File: src/rtl/pc_fetch_unit.sv
// Program-counter stage: boots for a fixed number of cycles, then selects and registers
// the next PC (jump > branch > sequential), retires instructions and stops on halt.
module pc_fetch_unit #(
    parameter logic [31:0] RESET_PC    = 32'h0000_0000,
    parameter int unsigned BOOT_CYCLES = 2
) (
    input  logic        clk,
    input  logic        rst_n,
    input  logic        PCSel,
    input  logic [31:0] SignImm,
    input  logic        Jump,
    input  logic [25:0] JumpTarget,
    input  logic        Stall,
    input  logic        HaltReq,
    output logic [31:0] PC,
    output logic [31:0] PCPlus4,
    output logic        FetchValid,
    output logic        Halted,
    output logic [31:0] InstrCount,
    output logic [1:0]  fsm_state
);

    typedef enum logic [1:0] {
        ST_BOOT = 2'd0,
        ST_RUN  = 2'd1,
        ST_HALT = 2'd2
    } state_t;

    localparam logic [31:0] PC_INIT   = {RESET_PC[31:2], 2'b00};
    localparam logic [3:0]  BOOT_LAST = 4'(BOOT_CYCLES - 1);

    state_t      state_q, state_d;
    logic [31:0] pc_q, pc_d;
    logic [31:0] count_q, count_d;
    logic [3:0]  boot_q, boot_d;
    logic [31:0] branch_target;
    logic [31:0] jump_target;
    logic [31:0] count_inc;

    assign PCPlus4       = pc_q + 32'd4;
    assign branch_target = PCPlus4 + (SignImm << 2);
    assign jump_target   = {PCPlus4[31:28], JumpTarget, 2'b00};
    // Retired count saturates instead of wrapping.
    assign count_inc     = (count_q == 32'hFFFF_FFFF) ? count_q : count_q + 32'd1;

    // FetchValid qualifies PC: high only in RUN, where the PC is a real fetch address.
    // There is no back-pressure path; Stall simply freezes the stage for a cycle.
    assign PC         = pc_q;
    assign FetchValid = (state_q == ST_RUN);
    assign Halted     = (state_q == ST_HALT);
    assign InstrCount = count_q;
    assign fsm_state  = state_q;

    always_comb begin
        state_d = state_q;
        pc_d    = pc_q;
        count_d = count_q;
        boot_d  = boot_q;
        case (state_q)
            ST_BOOT: begin
                if (boot_q == BOOT_LAST) begin
                    state_d = ST_RUN;
                end else begin
                    boot_d = boot_q + 4'd1;
                end
            end
            ST_RUN: begin
                if (!Stall) begin
                    count_d = count_inc;
                    if (HaltReq) begin
                        // Halt retires in place: PC stays on the halt instruction.
                        state_d = ST_HALT;
                    end else if (Jump) begin
                        pc_d = jump_target;
                    end else if (PCSel) begin
                        pc_d = branch_target;
                    end else begin
                        pc_d = PCPlus4;
                    end
                end
            end
            ST_HALT: begin
                state_d = ST_HALT;
            end
            default: begin
                state_d = ST_BOOT;
            end
        endcase
    end

    always_ff @(posedge clk or negedge rst_n) begin
        if (!rst_n) begin
            state_q <= ST_BOOT;
            pc_q    <= PC_INIT;
            count_q <= 32'd0;
            boot_q  <= 4'd0;
        end else begin
            state_q <= state_d;
            pc_q    <= pc_d;
            count_q <= count_d;
            boot_q  <= boot_d;
        end
    end

endmodule

File: config.mk
export PLATFORM = sky130hd
export DESIGN_NAME = pc_fetch_unit
export DESIGN_NICKNAME = d
export VERILOG_FILES = /design/src/rtl/pc_fetch_unit.sv
export SDC_FILE = /design/constraint.sdc
export NUM_CORES = 1
export LEC_CHECK = 0
export BUFFER_PORTS_ARGS = -buffer_cell sky130_fd_sc_hd__buf_2
export CELL_PAD_IN_SITES_DETAIL_PLACEMENT = 1
export CELL_PAD_IN_SITES_GLOBAL_PLACEMENT = 1
export CORE_ASPECT_RATIO = 0.6
export CORE_MARGIN = 3
export CORE_UTILIZATION = 35
export CTS_CLUSTER_DIAMETER = 120
export CTS_CLUSTER_SIZE = 30
export DETAILED_ROUTE_END_ITERATION = 7
export PLACE_DENSITY = 0.77
export SLEW_MARGIN = 10
export SYNTH_ARGS = -nofsm -noshare
export SYNTH_HDL_FRONTEND = slang
export SYNTH_SLANG_ARGS = --single-unit
File: constraint.sdc
create_clock -name clk -period 3.1 [get_ports clk]
set_input_delay 0.62 -clock clk [delete_from_list [all_inputs] [get_ports clk]]
set_output_delay 0.62 -clock clk [all_outputs]
set_load 0.02 [all_outputs]
Yosys cells after proc, flatten, opt, wreduce, memory -nomap -nowiden
Cells that the tools add are included. W data, S select, Z words.

Bitwise gates (word level): 4. Add/subtract/negate cells: 4. Reduce and logical (&&, ||, !) cells: 5. Mux-type cells: 6. Equal/unequal tests: 7.

Operators with widths (count): $mux W32 (2); $add A32 B1 Y32 const B (1); $add A32 B3 Y32 const B (1); $add A32 B32 Y32 (1); $eq A32 B32 Y1 const B (1); $reduce_and A3 Y1 (3); $mux W2 (3); $ne A2 B2 Y1 const B (3); $pmux W2 S3 (1); $add A4 B1 Y4 const B (1); $eq A4 B1 Y1 const B (1); $not A1 Y1 (4); $eq A2 B1 Y1 const B (1); $eq A2 B2 Y1 const B (1); $logic_not A2 Y1 (1); $reduce_and A2 Y1 (1).

Register bits after elaboration: 70. Output and inout bits: 100.

Logic depth before layout (Yosys ltp)
Depth after elaboration: 4. Gate-level depth with buffers: 15. Gate-level depth less buffers: 15.

Worst setup path after synthesis
Ideal clock, no wire load.

Kind: register to register. Start: reg pc_q[3], in the netlist PC[3]. End: reg pc_q[29], in the netlist PC[29]. Required time: 3.033 ns. Stages on the path, launching flop included: 15. Buffers on the path: 0. Slack: -0.690 ns. Library setup time: 0.067 ns. Data arrival time: 3.723 ns. Cell sequence: dfrtp_1 -> ha_1 -> nand4_4 -> nor4_4 -> and2_4 -> nand4_1 -> xnor2_1 -> ha_1 -> a21oi_1 -> o21ai_0 -> nor2_1 -> a31oi_1 -> a41oi_1 -> mux2i_1 -> o2111a_1.

Word-level cells in the longest chain between the ends: 4.

Ends and longest elaborated chain: from (decl) (RTL line 33) `logic [31:0] pc_q, pc_d;`; from (signal assigned) (RTL line 99) `pc_q <= pc_d;`; $add A32 B3 Y32 (RTL line 40) `assign PCPlus4 = pc_q + 32'd4;`; via PCPlus4[22] (RTL line 16) `output logic [31:0] PCPlus4,`; $add A32 B32 Y32 (RTL line 41) `assign branch_target = PCPlus4 + (SignImm << 2);`; $mux W32 (RTL line 75) `end else if (PCSel) begin`; $mux W32 (RTL line 73) `end else if (Jump) begin`.

The timed path passes the listed nets, and every way through them passes these cells. A chain may end at the register's enable or synchronous reset.

Final worst setup path
Start: reg pc_q[6], in the netlist PC[6]. End: reg pc_q[29], in the netlist PC[29].

Word-level cells in the longest chain between the ends: 4.

Ends and longest elaborated chain (RTL line): $add A32 B3 Y32 (*) (40); $add A32 B32 Y32 (41); $mux W32 (75); $mux W32 (*) (73).

Every way passes the cells marked *; elsewhere a longest branch is shown, timed or not.

==> implementation parameters <==
Parameter                              Value

Timing
  Worst clock skew ... 14.85 ps
  Achievable Freq ... 292.1 MHz
  Post-route fraction of the period consumed by the critical path ... 110.4%
  Final slew viol count ... 0
  Worst slew margin relative to its limit ... 46.13%
  Hold slack final ... 321.1 ps
  Worst-Margin Slew ... 801.9 ps
  Total of endpoints with negative setup slack in the final report ... 13
  Final critical delay including setup and external delays ... 3423 ps
  Summed negative setup slack over all endpoints ... -2275 ps
  Setup slack of the critical path after layout ... -323.4 ps
  Final hold vios ... 0
  Setup repair after global routing missed its margin ... yes

Power and ir drop
  VDD IR-drop max ... 0.5530 mV
  Leakage component of the power ... roughly 4.5 nW
  Pwr/cell area ... 985.6 nW/um2

Place
  Post-DP HPWL ... 18,420 um
  Buffers on Ports ... between 150 and 200
  Routability Congestion ... 0.9020
  Placement Cell Area ... 7988 um2

Route
  Routed WL per cell ... 21.97 um
  Per-cell via count in the routed design ... 5.617
  Final antenna-violating net count ... 0
  Vias ... 6,578
  Post-detailed-routing wire length ... 25,730 um
  DRC viols ... 0
  Drt initial violations ... ~480
  Number of optimization iterations in the first detailed-route pass ... 5

Final layout
  Ant diodes ... 0
  Area growth from synthesis to final layout ... 59.67%
  # nets final ... 1,070
  Fin area ... 9086 um2
  Fraction of final layout cells with drive strength greater than 1 ... between 40 and 50%
  Utilization after layout ... 58.12%
  Number of filler instances in the final layout ... 1,826
  Leading cell types in the layout, fill and taps excluded ... buf_2 (157), buf_4 (145), nand2_1 (77)
  Most common cell after layout, fill and taps aside ... buf_2

Clocking
  Number of hold buffers added after CTS ... 0
  Clock latency on the worst-skew pair ... around 340 ps
  CTS tree ... built
  CTS H-tree depth ... 3
  Clock Path Buffers ... 2
  Total clock buffers created by CTS ... 9
  Worst-path clk slew ... about 70 ps
  Clk sinks ... 68
  Master cell of the clock root buffer ... clkbuf_16

GRT
  Maximum number of pins on one net before global-route repair ... 43
  Vias in the first global route ... 6,960
  Residual overflow from global routing ... 0
  First-pass GRT wire length ... 38,420 um
  Gr usage total ... a little over a quarter
  Number of antenna violations at the first check in global routing ... 0

Yosys
  Yosys top cell area share ... 29.90%
  Async SR Flop Fraction ... 100.0%
  Netlist cell types ... 81
  Ranking of synthesized cells by area ... dfrtp_1 (30%), ha_1 (9.2%), xnor2_1 (6.9%)
  Yosys synthesis warning count ... 0
  Post-synthesis sequential element count ... 68
  Largest area contributor in the netlist ... dfrtp_1
  Portion of the post-synthesis area used by sequential elements ... 29.90%
  Prevailing post-synth register cell ... dfrtp_1
  Post-Syn Area per Cell ... approximately 8.6 um2
  Number of synthesized flops with an enable pin ... 0
  Cell count after synthesis ... between 600 and 700
  Post-Synthesis Cell Area ... 5690 um2

Die
  Num ports ... around 160
  Die Y ... 104.8 um
  Area of the die ... roughly 18,000 um2
  Die width ... 170.6 um
  Starting density of the core ... 36.40%
  Area of the placeable core ... 15,630 um2
  Placement Rows ... 35

Outcome
  Violated checks ... setup timing
  Outcome ... finished with violations

Setup path
  Arrival time reported for the critical path endpoint ... approximately 3700 ps
  Critical setup path kind ... flip-flop to flip-flop
  Setup crit end kind ... flip-flop
  Max FO, Critical Path ... 5
  Type of origin of the critical path ... flip-flop
  Required time of the critical path ... between 3000 and 4000 ps

Min path
  Kind of path behind the tightest hold check ... input port to async pin

Flow run
  Max-cap violations ... 0
worst max-delay path, cell delays in order (launching register included):
cell,delay (ps)
dfrtp_2,410
buf_4,150
nand4_4,140
nor4_4,250
and2_4,250
nand4_1,200
xnor2_4,210
ha_4,320
and3_4,210
nand2_2,70
nand2b_1,90
o22ai_1,80
a31oi_1,230
buf_4,190
a41oi_2,100
mux2i_1,240
o2111a_1,210
logic make-up after synthesis:
kind of cell	after synthesis	synth area share, %
flip-flops	68	29.90
AO/OA/AOI/OAI	172	20.23
adder cells (fa/ha/maj)	43	9.587
AND/OR/NAND/NOR	250	22.65
XOR/XNOR	77	12.12
other	1	0.06590
buffers and inverters	44	4.112
multiplexers	7	1.341
worst paths after layout:
path | startpoint | depth (start not counted) | slack, ps | endpoint
setup / recovery | PC[6]$_DFFE_PN0P_ | 16 | -320 | PC[29]$_DFFE_PN0P_
hold / removal | rst_n | 1 | 320 | PC[23]$_DFFE_PN0P_
setup reg to reg | PC[6]$_DFFE_PN0P_ | 16 | -320 | PC[29]$_DFFE_PN0P_
hold reg to reg | boot_q[3]$_DFFE_PN0P_ | 1 | 490 | boot_q[3]$_DFFE_PN0P_
max in group asynchronous | rst_n | 2 | 2070 | PC[4]$_DFFE_PN0P_
min in group clk | boot_q[3]$_DFFE_PN0P_ | 1 | 490 | boot_q[3]$_DFFE_PN0P_
registers in the layout, indices dropped and copies added, names as in the netlist:
register,count
InstrCount,32
PC,30
boot_q,4
fsm_state,2
power breakdown:
group,switching [mW],internal (mW),total (mW)
combinational,3.41,2.82,6.22
clock,0.438,0.872,1.31
sequential,0.289,1.13,1.42
total,4.13,4.82,8.96
through the flow:
stage,power (mW),std cells,setup slack [ps]
CTS,8.349,1158,-201.6
finish,8.955,1171,-323.4
detailed placement,6.593,1132,-434.9
global route,9.443,1171,-406.7
global placement,6.335,1132,-275.9
floorplan,4.396,665,-176.9
final cells by class:
class / instances / area, um2 / area share [%]
clock inverters: 6 / 137.6 / 1.515
flip-flops and latches: 68 / 1722 / 18.95
repair buffers: 310 / 1973 / 21.72
well taps: 203 / 254.0 / 2.795
multi-input cells: 553 / 4692 / 51.64
clock buffers: 10 / 229.0 / 2.520
inverters: 21 / 78.83 / 0.8675
Yosys cell counts (all sizes together) (2+ instances only):
cell type and count:
and3 15, and2 4, a211oi 10, nand3 37, a31oi 8, nor2 54
o41ai 2, nand2b 5, buf 9, o211a 4, o21bai 2, o2111a 2
nand2 83, clkbuf 14, nor3 13, or4 3, o211ai 3, mux2i 5
o221ai 2, o22ai 3, a41oi 3, a211o 2, a221o 4, a21o 18
nand4b 2, o31ai 6, ha 42, nor2b 3, a21oi 34, dfrtp 68
mux2 2, nor4 2, o21ai 45, a21boi 8, a22oi 3, inv 21
and4 7, or3 2, xor2 31, xnor2 46, nand4 17
metal layers:
| metal | vias to the layer above | global-route usage, % | part of all wire [%] |
|---|---|---|---|
| met5 | - | 0 | 0 |
| met4 | 0 | 5.671 | 2.0 |
| met3 | 46 | 3.478 | 4.7 |
| met2 | 247 | 45.05 | 47 |
| met1 | 3295 | 37.53 | 46 |
| li1 | 2990 | - | - |
what timing repair did:
| action | 4_1_cts | 5_1_grt |
|---|---|---|
| pin swaps | 57 | 51 |
| resized for setup | 63 | 60 |
| endpoints found under the setup margin | 22 | 27 |
| setup buffers | 10 | 14 |
Note: power is estimated with default switching activity, not from simulation.
